### src/rtl/settle_mon_pkg.sv
// Shared types and default sizing for the settle monitor.
// The channel state encoding is exported so that checkers can decode the debug bus.
package settle_mon_pkg;

  localparam int NCH_DEF   = 2;
  localparam int W_DEF     = 16;
  localparam int CNT_W_DEF = 24;

  typedef enum logic [2:0] {
    ST_IDLE,
    ST_WAIT_IN,
    ST_SETTLING,
    ST_LOCKED,
    ST_FAILED
  } ch_state_e;

endpackage

### src/rtl/settle_ch.sv
// One monitored channel: window test, consecutive-sample settle counter and state FSM.
// Define SETTLE_MON_DROPOUT_EN to make an out-of-window sample fail an already LOCKED channel.
module settle_ch
  import settle_mon_pkg::*;
#(
  parameter int W     = W_DEF,
  parameter int CNT_W = CNT_W_DEF
) (
  input  logic                clk,
  input  logic                rst,
  input  logic                i_start,
  input  logic                i_en,
  input  logic                i_vld,
  input  logic signed [W-1:0] i_samp,
  input  logic signed [W-1:0] i_lo,
  input  logic signed [W-1:0] i_hi,
  input  logic [CNT_W-1:0]    i_settle,
  input  logic                i_tmo,
  output ch_state_e           o_state
);

  ch_state_e        r_state;
  ch_state_e        w_nstate;
  logic [CNT_W-1:0] r_cnt;
  logic [CNT_W-1:0] w_ncnt;
  logic [CNT_W-1:0] w_cnt_inc;
  logic             w_in;

  // An inverted window (lo > hi) can never satisfy both bounds, so needs no special case.
  assign w_in      = (i_samp >= i_lo) && (i_samp <= i_hi);
  assign w_cnt_inc = r_cnt + CNT_W'(1);

  always_ff @(posedge clk or posedge rst) begin
    if (rst) begin
      r_state <= ST_IDLE;
      r_cnt   <= '0;
    end else begin
      r_state <= w_nstate;
      r_cnt   <= w_ncnt;
    end
  end

  always_comb begin
    w_nstate = r_state;
    w_ncnt   = r_cnt;
    if (i_start) begin
      w_nstate = ST_WAIT_IN;
      w_ncnt   = '0;
    end else if (i_en) begin
      case (r_state)
        ST_WAIT_IN: begin
          if (i_vld && w_in) begin
            w_ncnt   = CNT_W'(1);
            w_nstate = (i_settle == CNT_W'(1)) ? ST_LOCKED : ST_SETTLING;
          end
        end
        ST_SETTLING: begin
          if (i_vld) begin
            if (w_in) begin
              w_ncnt   = w_cnt_inc;
              w_nstate = (w_cnt_inc == i_settle) ? ST_LOCKED : ST_SETTLING;
            end else begin
              w_ncnt   = '0;
              w_nstate = ST_WAIT_IN;
            end
          end
        end
`ifdef SETTLE_MON_DROPOUT_EN
        ST_LOCKED: begin
          if (i_vld && !w_in) w_nstate = ST_FAILED;
        end
`else
        ST_LOCKED: begin
        end
`endif
        default: begin
        end
      endcase
      // Timeout is applied after the lock decision so a same-cycle lock survives.
      if (i_tmo && (w_nstate != ST_LOCKED)) w_nstate = ST_FAILED;
    end
  end

  assign o_state = r_state;

endmodule

### src/rtl/settle_mon.sv
// Multi-channel settle monitor: arms on i_start, resolves when every channel locks or fails.
// Optional macro SETTLE_MON_DROPOUT_EN (handled in settle_ch) makes locked channels fail on dropout.
module settle_mon
  import settle_mon_pkg::*;
#(
  parameter int NCH   = NCH_DEF,
  parameter int W     = W_DEF,
  parameter int CNT_W = CNT_W_DEF
) (
  input  logic                clk,
  input  logic                rst,
  input  logic                i_start,
  input  logic [NCH*W-1:0]    i_samp,
  input  logic                i_samp_vld,
  input  logic signed [W-1:0] i_lo,
  input  logic signed [W-1:0] i_hi,
  input  logic [CNT_W-1:0]    i_timeout,
  input  logic [CNT_W-1:0]    i_settle,
  output logic                o_busy,
  output logic                o_done,
  output logic                o_pass,
  output logic [NCH-1:0]      o_ch_lock,
  output logic [NCH-1:0]      o_ch_fail,
  output logic [CNT_W-1:0]    o_elapsed,
  output logic [NCH*3-1:0]    o_dbg_state
);

  logic                r_busy;
  logic                r_done;
  logic                r_pass;
  logic [NCH-1:0]      r_lock;
  logic [NCH-1:0]      r_fail;
  logic [CNT_W-1:0]    r_elapsed;
  logic signed [W-1:0] r_lo;
  logic signed [W-1:0] r_hi;
  logic [CNT_W-1:0]    r_timeout;
  logic [CNT_W-1:0]    r_settle;

  ch_state_e           w_st [NCH];
  logic [NCH-1:0]      w_lock;
  logic [NCH-1:0]      w_fail;
  logic                w_resolved;
  logic                w_en;
  logic                w_tmo;
  logic [CNT_W:0]      w_elapsed_inc;

  assign w_resolved    = &(w_lock | w_fail);
  // Channels freeze once resolved so reported status matches the latched result.
  assign w_en          = r_busy && !w_resolved;
  // One bit wider so a saturated counter can never alias onto the timeout value.
  assign w_elapsed_inc = {1'b0, r_elapsed} + (CNT_W + 1)'(1);
  assign w_tmo         = w_en && (r_timeout != '0) && (w_elapsed_inc == {1'b0, r_timeout});

  for (genvar g = 0; g < NCH; g++) begin : g_ch
    settle_ch #(
      .W    (W),
      .CNT_W(CNT_W)
    ) u_ch (
      .clk     (clk),
      .rst     (rst),
      .i_start (i_start),
      .i_en    (w_en),
      .i_vld   (i_samp_vld),
      .i_samp  (i_samp[g*W +: W]),
      .i_lo    (r_lo),
      .i_hi    (r_hi),
      .i_settle(r_settle),
      .i_tmo   (w_tmo),
      .o_state (w_st[g])
    );
    assign w_lock[g]             = (w_st[g] == ST_LOCKED);
    assign w_fail[g]             = (w_st[g] == ST_FAILED);
    assign o_dbg_state[g*3 +: 3] = w_st[g];
  end

  always_ff @(posedge clk or posedge rst) begin
    if (rst) begin
      r_busy    <= 1'b0;
      r_done    <= 1'b0;
      r_pass    <= 1'b0;
      r_lock    <= '0;
      r_fail    <= '0;
      r_elapsed <= '0;
      r_lo      <= '0;
      r_hi      <= '0;
      r_timeout <= '0;
      r_settle  <= '0;
    end else begin
      r_done <= 1'b0;
      if (i_start) begin
        r_busy    <= 1'b1;
        r_pass    <= 1'b0;
        r_lock    <= '0;
        r_fail    <= '0;
        r_elapsed <= '0;
        r_lo      <= i_lo;
        r_hi      <= i_hi;
        r_timeout <= i_timeout;
        r_settle  <= (i_settle == '0) ? CNT_W'(1) : i_settle;
      end else if (r_busy) begin
        if (r_elapsed != '1) r_elapsed <= r_elapsed + CNT_W'(1);
        if (w_resolved) begin
          r_busy <= 1'b0;
          r_done <= 1'b1;
          r_pass <= &w_lock;
          r_lock <= w_lock;
          r_fail <= w_fail;
        end
      end
    end
  end

  assign o_busy    = r_busy;
  assign o_done    = r_done;
  assign o_pass    = r_pass;
  assign o_ch_lock = r_lock;
  assign o_ch_fail = r_fail;
  assign o_elapsed = r_elapsed;

endmodule

### config.mk
export PLATFORM = sky130hd
export DESIGN_NAME = settle_mon
export DESIGN_NICKNAME = d
export VERILOG_FILES = /design/src/rtl/settle_mon_pkg.sv /design/src/rtl/settle_ch.sv /design/src/rtl/settle_mon.sv
export SDC_FILE = /design/constraint.sdc
export NUM_CORES = 1
export LEC_CHECK = 0
export ABC_AREA = 1
export BUFFER_PORTS_ARGS = -buffer_cell sky130_fd_sc_hd__buf_2
export CAP_MARGIN = 15
export CORE_ASPECT_RATIO = 0.5
export CORE_MARGIN = 8
export CORE_UTILIZATION = 54
export CTS_CLUSTER_SIZE = 12
export DETAILED_ROUTE_END_ITERATION = 6
export GPL_ROUTABILITY_DRIVEN = 0
export PLACE_DENSITY = 0.78
export SETUP_SLACK_MARGIN = 0.15
export SYNTH_ARGS = -nofsm -noshare
export SYNTH_HDL_FRONTEND = slang
export SYNTH_SLANG_ARGS = --single-unit
### constraint.sdc
create_clock -name clk -period 5.7 [get_ports clk]
set_input_delay 1.14 -clock clk [delete_from_list [all_inputs] [get_ports clk]]
set_output_delay 1.14 -clock clk [all_outputs]
set_load 0.01 [all_outputs]
# [Word level (Yosys, flattened, before mapping)]
# Cells that the tools add are included.
[op_classes] n_addsub=4 magnitude_cmp=4 n_eq_ne=19 mux=52 n_bitwise=1 reduce_logical=24
[op_table] operator="$mux 24" n=14
[op_table] operator="$pmux 24 s2" n=2
[op_table] operator="$add 24x1->24 const B" n=3
[op_table] operator="$eq 24x24->1" n=2
[op_table] operator="$mux 3" n=16
[op_table] operator="$ge 16x16->1" n=2
[op_table] operator="$le 16x16->1" n=2
[op_table] operator="$add 24x1->25 const B" n=1
[op_table] operator="$eq 25x24->1" n=1
[op_table] operator="$eq 24x1->1 const B" n=1
[op_table] operator="$logic_not 24->1" n=1
[op_table] operator="$ne 24x24->1 const B" n=1
[op_table] operator="$reduce_bool 24->1" n=1
[op_table] operator="$eq 3x2->1 const B" n=4
[op_table] operator="$mux 1" n=12
[op_table] operator="$mux 2" n=6
[op_table] operator="$ne 3x2->1 const B" n=4
[op_table] operator="$pmux 3 s2" n=2
[op_table] operator="$logic_and 1x1->1" n=9
[op_table] operator="$reduce_and 2->1" n=4
[op_table] operator="$reduce_and 4->1" n=2
[op_table] operator="$reduce_bool 2->1" n=4
[op_table] operator="$eq 3x1->1 const B" n=2
[op_table] operator="$eq 3x3->1 const B" n=2
[op_table] operator="other kinds (4)" n=6
[word_totals] reg_bits=165 in_bits=116 wordCells=118

# [Depth between registers and ports, before layout]
[depth] word_depth=13 mapped_depth=21 mapped_depth_nobuf=21

# [Cells and area by module]
# From an unflattened synthesis, not the netlist that was laid out.
[unflattened] hier_cells=1832 hier_area_um2=12301.8
[modules_own_cells] mod="settle_ch" instances=2 cells_per_inst=557 area_each_um2=3345.7 seq_area_each_um2=675.6
[modules_own_cells] mod="settle_mon" instances=1 cells_per_inst=718 area_each_um2=5610.4 seq_area_each_um2=2777.7

# [Least setup slack after synthesis]
# OpenSTA, ideal clock, no wires.
[synth_path] path_kind="input to register" startpoint="input i_samp[31]" endpoint="register g_ch[1].u_ch.r_cnt[0]" setup_time_ps=131 arrival_time_ps=2846 path_slack_ps=2723 path_stages=16 path_buffers=2 path_cell_list="ha_1 nand2_1 nor2_1 nand3_1 nor2_1 nand2_1 nand4_1 nand3_1 nand2_1 nor2_2 o21bai_1 nand2_1 buf_4 buf_4 nand3_1 o21ai_0"
[synth_between] elab_chain_len=7 word_cells_on_any_way=11 classes_between="order compare (2); eq/ne (1); mux (5); reduce/logical (3)"
[synth_rtl] item="start, declared" line_no="settle_mon.sv:13" rtl="input logic [NCH*W-1:0] i_samp,"
[synth_rtl] item="$ge 16x16->1 or $le 16x16->1 (tied branches)" line_no="settle_ch.sv:30" rtl="assign w_in = (i_samp >= i_lo) && (i_samp <= i_hi);"
[synth_rtl] item="$logic_and 1x1->1 *" line_no="settle_ch.sv:30"
[synth_rtl] item="$mux 24" line_no="settle_ch.sv:59" rtl="if (w_in) begin"
[synth_rtl] item="$mux 24" line_no="settle_ch.sv:58" rtl="if (i_vld) begin"
[synth_rtl] item="$pmux 24 s2" line_no="settle_ch.sv:50" rtl="case (r_state)"
[synth_rtl] item="$mux 24" line_no="settle_ch.sv:49" rtl="end else if (i_en) begin"
[synth_rtl] item="$mux 24" line_no="settle_ch.sv:46" rtl="if (i_start) begin"
[synth_rtl] item="end signal, assigned" line_no="settle_ch.sv:39" rtl="r_cnt <= w_ncnt;"
[synth_rtl] item="end, declared" line_no="settle_ch.sv:24" rtl="logic [CNT_W-1:0] r_cnt;"
# Every way passes the cells marked *; elsewhere a longest branch is shown, timed or not. The select of a mux whose other input is x is not followed.
# A chain may end at the register's enable or synchronous reset.

# [Worst setup path in the final report]
[layout_path] startpoint="input i_samp[31]" endpoint="register g_ch[1].u_ch.r_cnt[14]"
# Same word-level chain as after synthesis.

==> results.cfg <==
[outcome]
status = finished clean

[clocking]
hold_buffers = 0
cts_tree = done
cts.clk_slew.worst_paths_ns = 0.07
cts.path.max_buffers = 2
post_cts_resized = 0
clk_latency_ns = 0.45
htreeDepth = 4
cts_setup_buffers = 0
cts_buffers = 17
root_buffer = clkbuf_16
cts.sinks = 165

[critical_path]
rr_startpoint = o_elapsed[0]$_DFFE_PP0P_
worst_setup_path_start_kind = input pin
rr_worst_depth = 10
worst_setup_path_end_kind = register
timing.rr.end = o_elapsed[22]$_DFFE_PP0P_
critPathKind = input pin to register
setup.worst_path.end = g_ch[1].u_ch.r_cnt[14]$_DFFE_PP0P_
worst-path-max-fanout = 23
rrSetupSlack_ns = 2.59
worst_ep_arrival_time_ns = 3.78
setup.worst_path.start = i_samp[31]
crit_required_ns = 6.06

[logic_synthesis]
synth_area_leaders = dfrtp_1, nand2_1, inv_1, nand3_1, ha_1
synth.top_cell.area_share = 0.352
seq_area_frac_synth = 0.352
synth_edf_count = 0
netlist_area_um2 = 11700
ys_async_sr_fraction = 1.00
synth-warning-count = 0
ys.flop_type = dfrtp_1
synthCells = 1737
yosysUniqueCellTypes = 36
synth_top_cell_by_area = dfrtp_1
synth_nets = 1920
synth_seq_cells = 165
syn_avg_cell_area_um2 = 6.75

[route]
drtPass1Iterations = 5
wl_per_cell_um = 15.0
viasPerCell = 5.33
drc = 0
drt-initial-drc-count = 1091
num_vias = 11700
wl_um = 33000
ant_nets = 0

[hold_path]
hold_class = register to register
whs_path_depth = 2

[floorplan]
io_pins = 153
die_y_um = 120
die_x_um = 224
core_area_um2 = 21500
die-area_um2 = 27000
start_util = 0.545
num_rows = 38

[cells_and_area]
regArea_um2 = 4130
n_fill_cell = 2063
num-nets-final = 2062
area_growth_pct = 13.9
multi_input_area_um2 = 6530
final_common_cell = nand2_1
mostFrequentLayoutCells = nand2_1, inv_1, nand3_1
drive_above_1_share = 0.122

[flow_run]
maxCapViolations = 0

[power_and_ir_drop]
power_leakage_nw = 6.75
ir_drop_mv = 0.231
cellPowerDensity_nw_per_um2 = 243

[grt]
grt_overflow = 0
grt_pass1_vias = 11100
antenna_found_initial = 1
grt_usage = 0.246
grt_pass1_wl_um = 53900
grt_max_degree = 108

[sta]
worstMarginPinSlew_ns = 1.02
grt_setup_unrepaired = no
layout_worst_path_cycle_share = 0.599
hold_violations = 0
finalSetupTns_ns = 0
fin_crit_ns = 3.41
slew_headroom = 0.318
drv_slew = 0
timing.final.ws_setup_ns = 2.29
skew_ns = 0.00864
final-setup-viol-count = 0
fmax_ghz = 0.293

[placement]
dpl.hpwl_um = 25400
portBuffers = 152
dp_slack_ns = 1.89
==> worst min-delay path by stage <==
| stage | startpoint | slack [ns] | to |
|---|---|---|---|
| CTS | o_ch_fail[0]$_DFFE_PP0P_ | 0.52 | o_ch_fail[0]$_DFFE_PP0P_ |
| global placement | o_ch_lock[0]$_DFFE_PP0P_ | 0.50 | o_ch_lock[0]$_DFFE_PP0P_ |
| detailed placement | o_ch_fail[0]$_DFFE_PP0P_ | 0.50 | o_ch_fail[0]$_DFFE_PP0P_ |
| finish | o_ch_fail[0]$_DFFE_PP0P_ | 0.51 | o_ch_fail[0]$_DFFE_PP0P_ |
| global route | o_ch_fail[1]$_DFFE_PP0P_ | 0.55 | o_ch_fail[1]$_DFFE_PP0P_ |
| floorplan | r_hi[0]$_DFFE_PP0P_ | 0.47 | r_hi[0]$_DFFE_PP0P_ |
==> per-layer routing <==
layer  up-vias  wire length (µm)  GRT usage
li1       5919                 -          -
met1      5396             15100      0.324
met2       318             15200      0.400
met3        58              1720     0.0451
met4         0               890     0.0943
met5         -                 0          0
==> stage by stage <==
| step | instance area (µm²) | hold slack, ns | instances | total power, mW | utilization |
|---|---|---|---|---|---|
| 3_3_place_gp | 12700 | 0.495 | 2160 | 2.05 | 0.593 |
| 3_5_place_dp | 12700 | 0.498 | 2160 | 2.06 | 0.593 |
| 5_1_grt | 13300 | 0.551 | 2193 | 3.42 | 0.621 |
| 4_1_cts | 13300 | 0.517 | 2192 | 3.26 | 0.621 |
| 6_report | 13300 | 0.513 | 2193 | 3.24 | 0.621 |
| 2_1_floorplan | 11700 | 0.471 | 1737 | 1.85 | - |
==> critical path, cell delays in order <==
cell and delay (ns):
buf_2 0.11, ha_1 0.35, nand2_1 0.09, nor2_1 0.14, nand3_1 0.16, nor2_1 0.16
nand2_1 0.09, nand3_1 0.09, nand2_1 0.05, nand3_1 0.06, nand2_1 0.16, inv_1 0.12
nand3_1 0.07, inv_1 0.66, nand4_1 0.18, o21ai_0 0.12
==> report_power, final <==
part	internal (mW)	switching [mW]	total, mW
Sequential	1.25	0.0770	1.32
Combinational	0.250	0.473	0.723
Clock	0.673	0.520	1.19
Total	2.17	1.07	3.24
==> logic make-up after synthesis <==
group | count (synthesis) | share of synthesized area
AO/OA/AOI/OAI | 222 | 0.0992
XOR/XNOR | 18 | 0.0182
buffers and inverters | 272 | 0.0900
flip-flops | 165 | 0.352
AND/OR/NAND/NOR | 993 | 0.369
adder cells (fa/ha/maj) | 67 | 0.0715
==> flip-flops by register name, indices dropped and copies added (netlist names) <==
signal             flops
g_ch.u_ch.o_state      6
g_ch.u_ch.r_cnt       48
o_busy                 1
o_ch_fail              2
o_ch_lock              2
o_done                 1
o_elapsed             24
o_pass                 1
r_hi                  16
r_lo                  16
r_settle              24
r_timeout             24
==> cell type report <==
type	instances	share of cell area
clock buffers	19	0.0339
repair buffers	158	0.0606
flip-flops and latches	165	0.309
diodes	1	0.000188
clock inverters	13	0.0110
multi-input cells	1300	0.490
inverters	237	0.0670
well taps	300	0.0281
==> cell usage after synthesis (2+ instances only) <==
library cell  number
inv_1            236
nor4_1             7
o21bai_1           3
xnor3_1            4
nand3b_1           5
buf_2              6
nor2_1           141
nor2_4             8
nand3_1          177
and2_1             2
ha_1              67
o21ai_2            2
nand4_1           51
xor2_1            12
xnor2_1            2
a21oi_1           38
nor3_1            11
nand2_1          562
buf_4              3
clkbuf_1          24
o21ai_1            7
dfrtp_1          165
nor2_2            11
o21ai_0          146
nand2_2           11
nor2_8             2
buf_6              2
o22ai_1           22
o21a_1             3
Note: power is estimated with default switching activity, not from simulation.
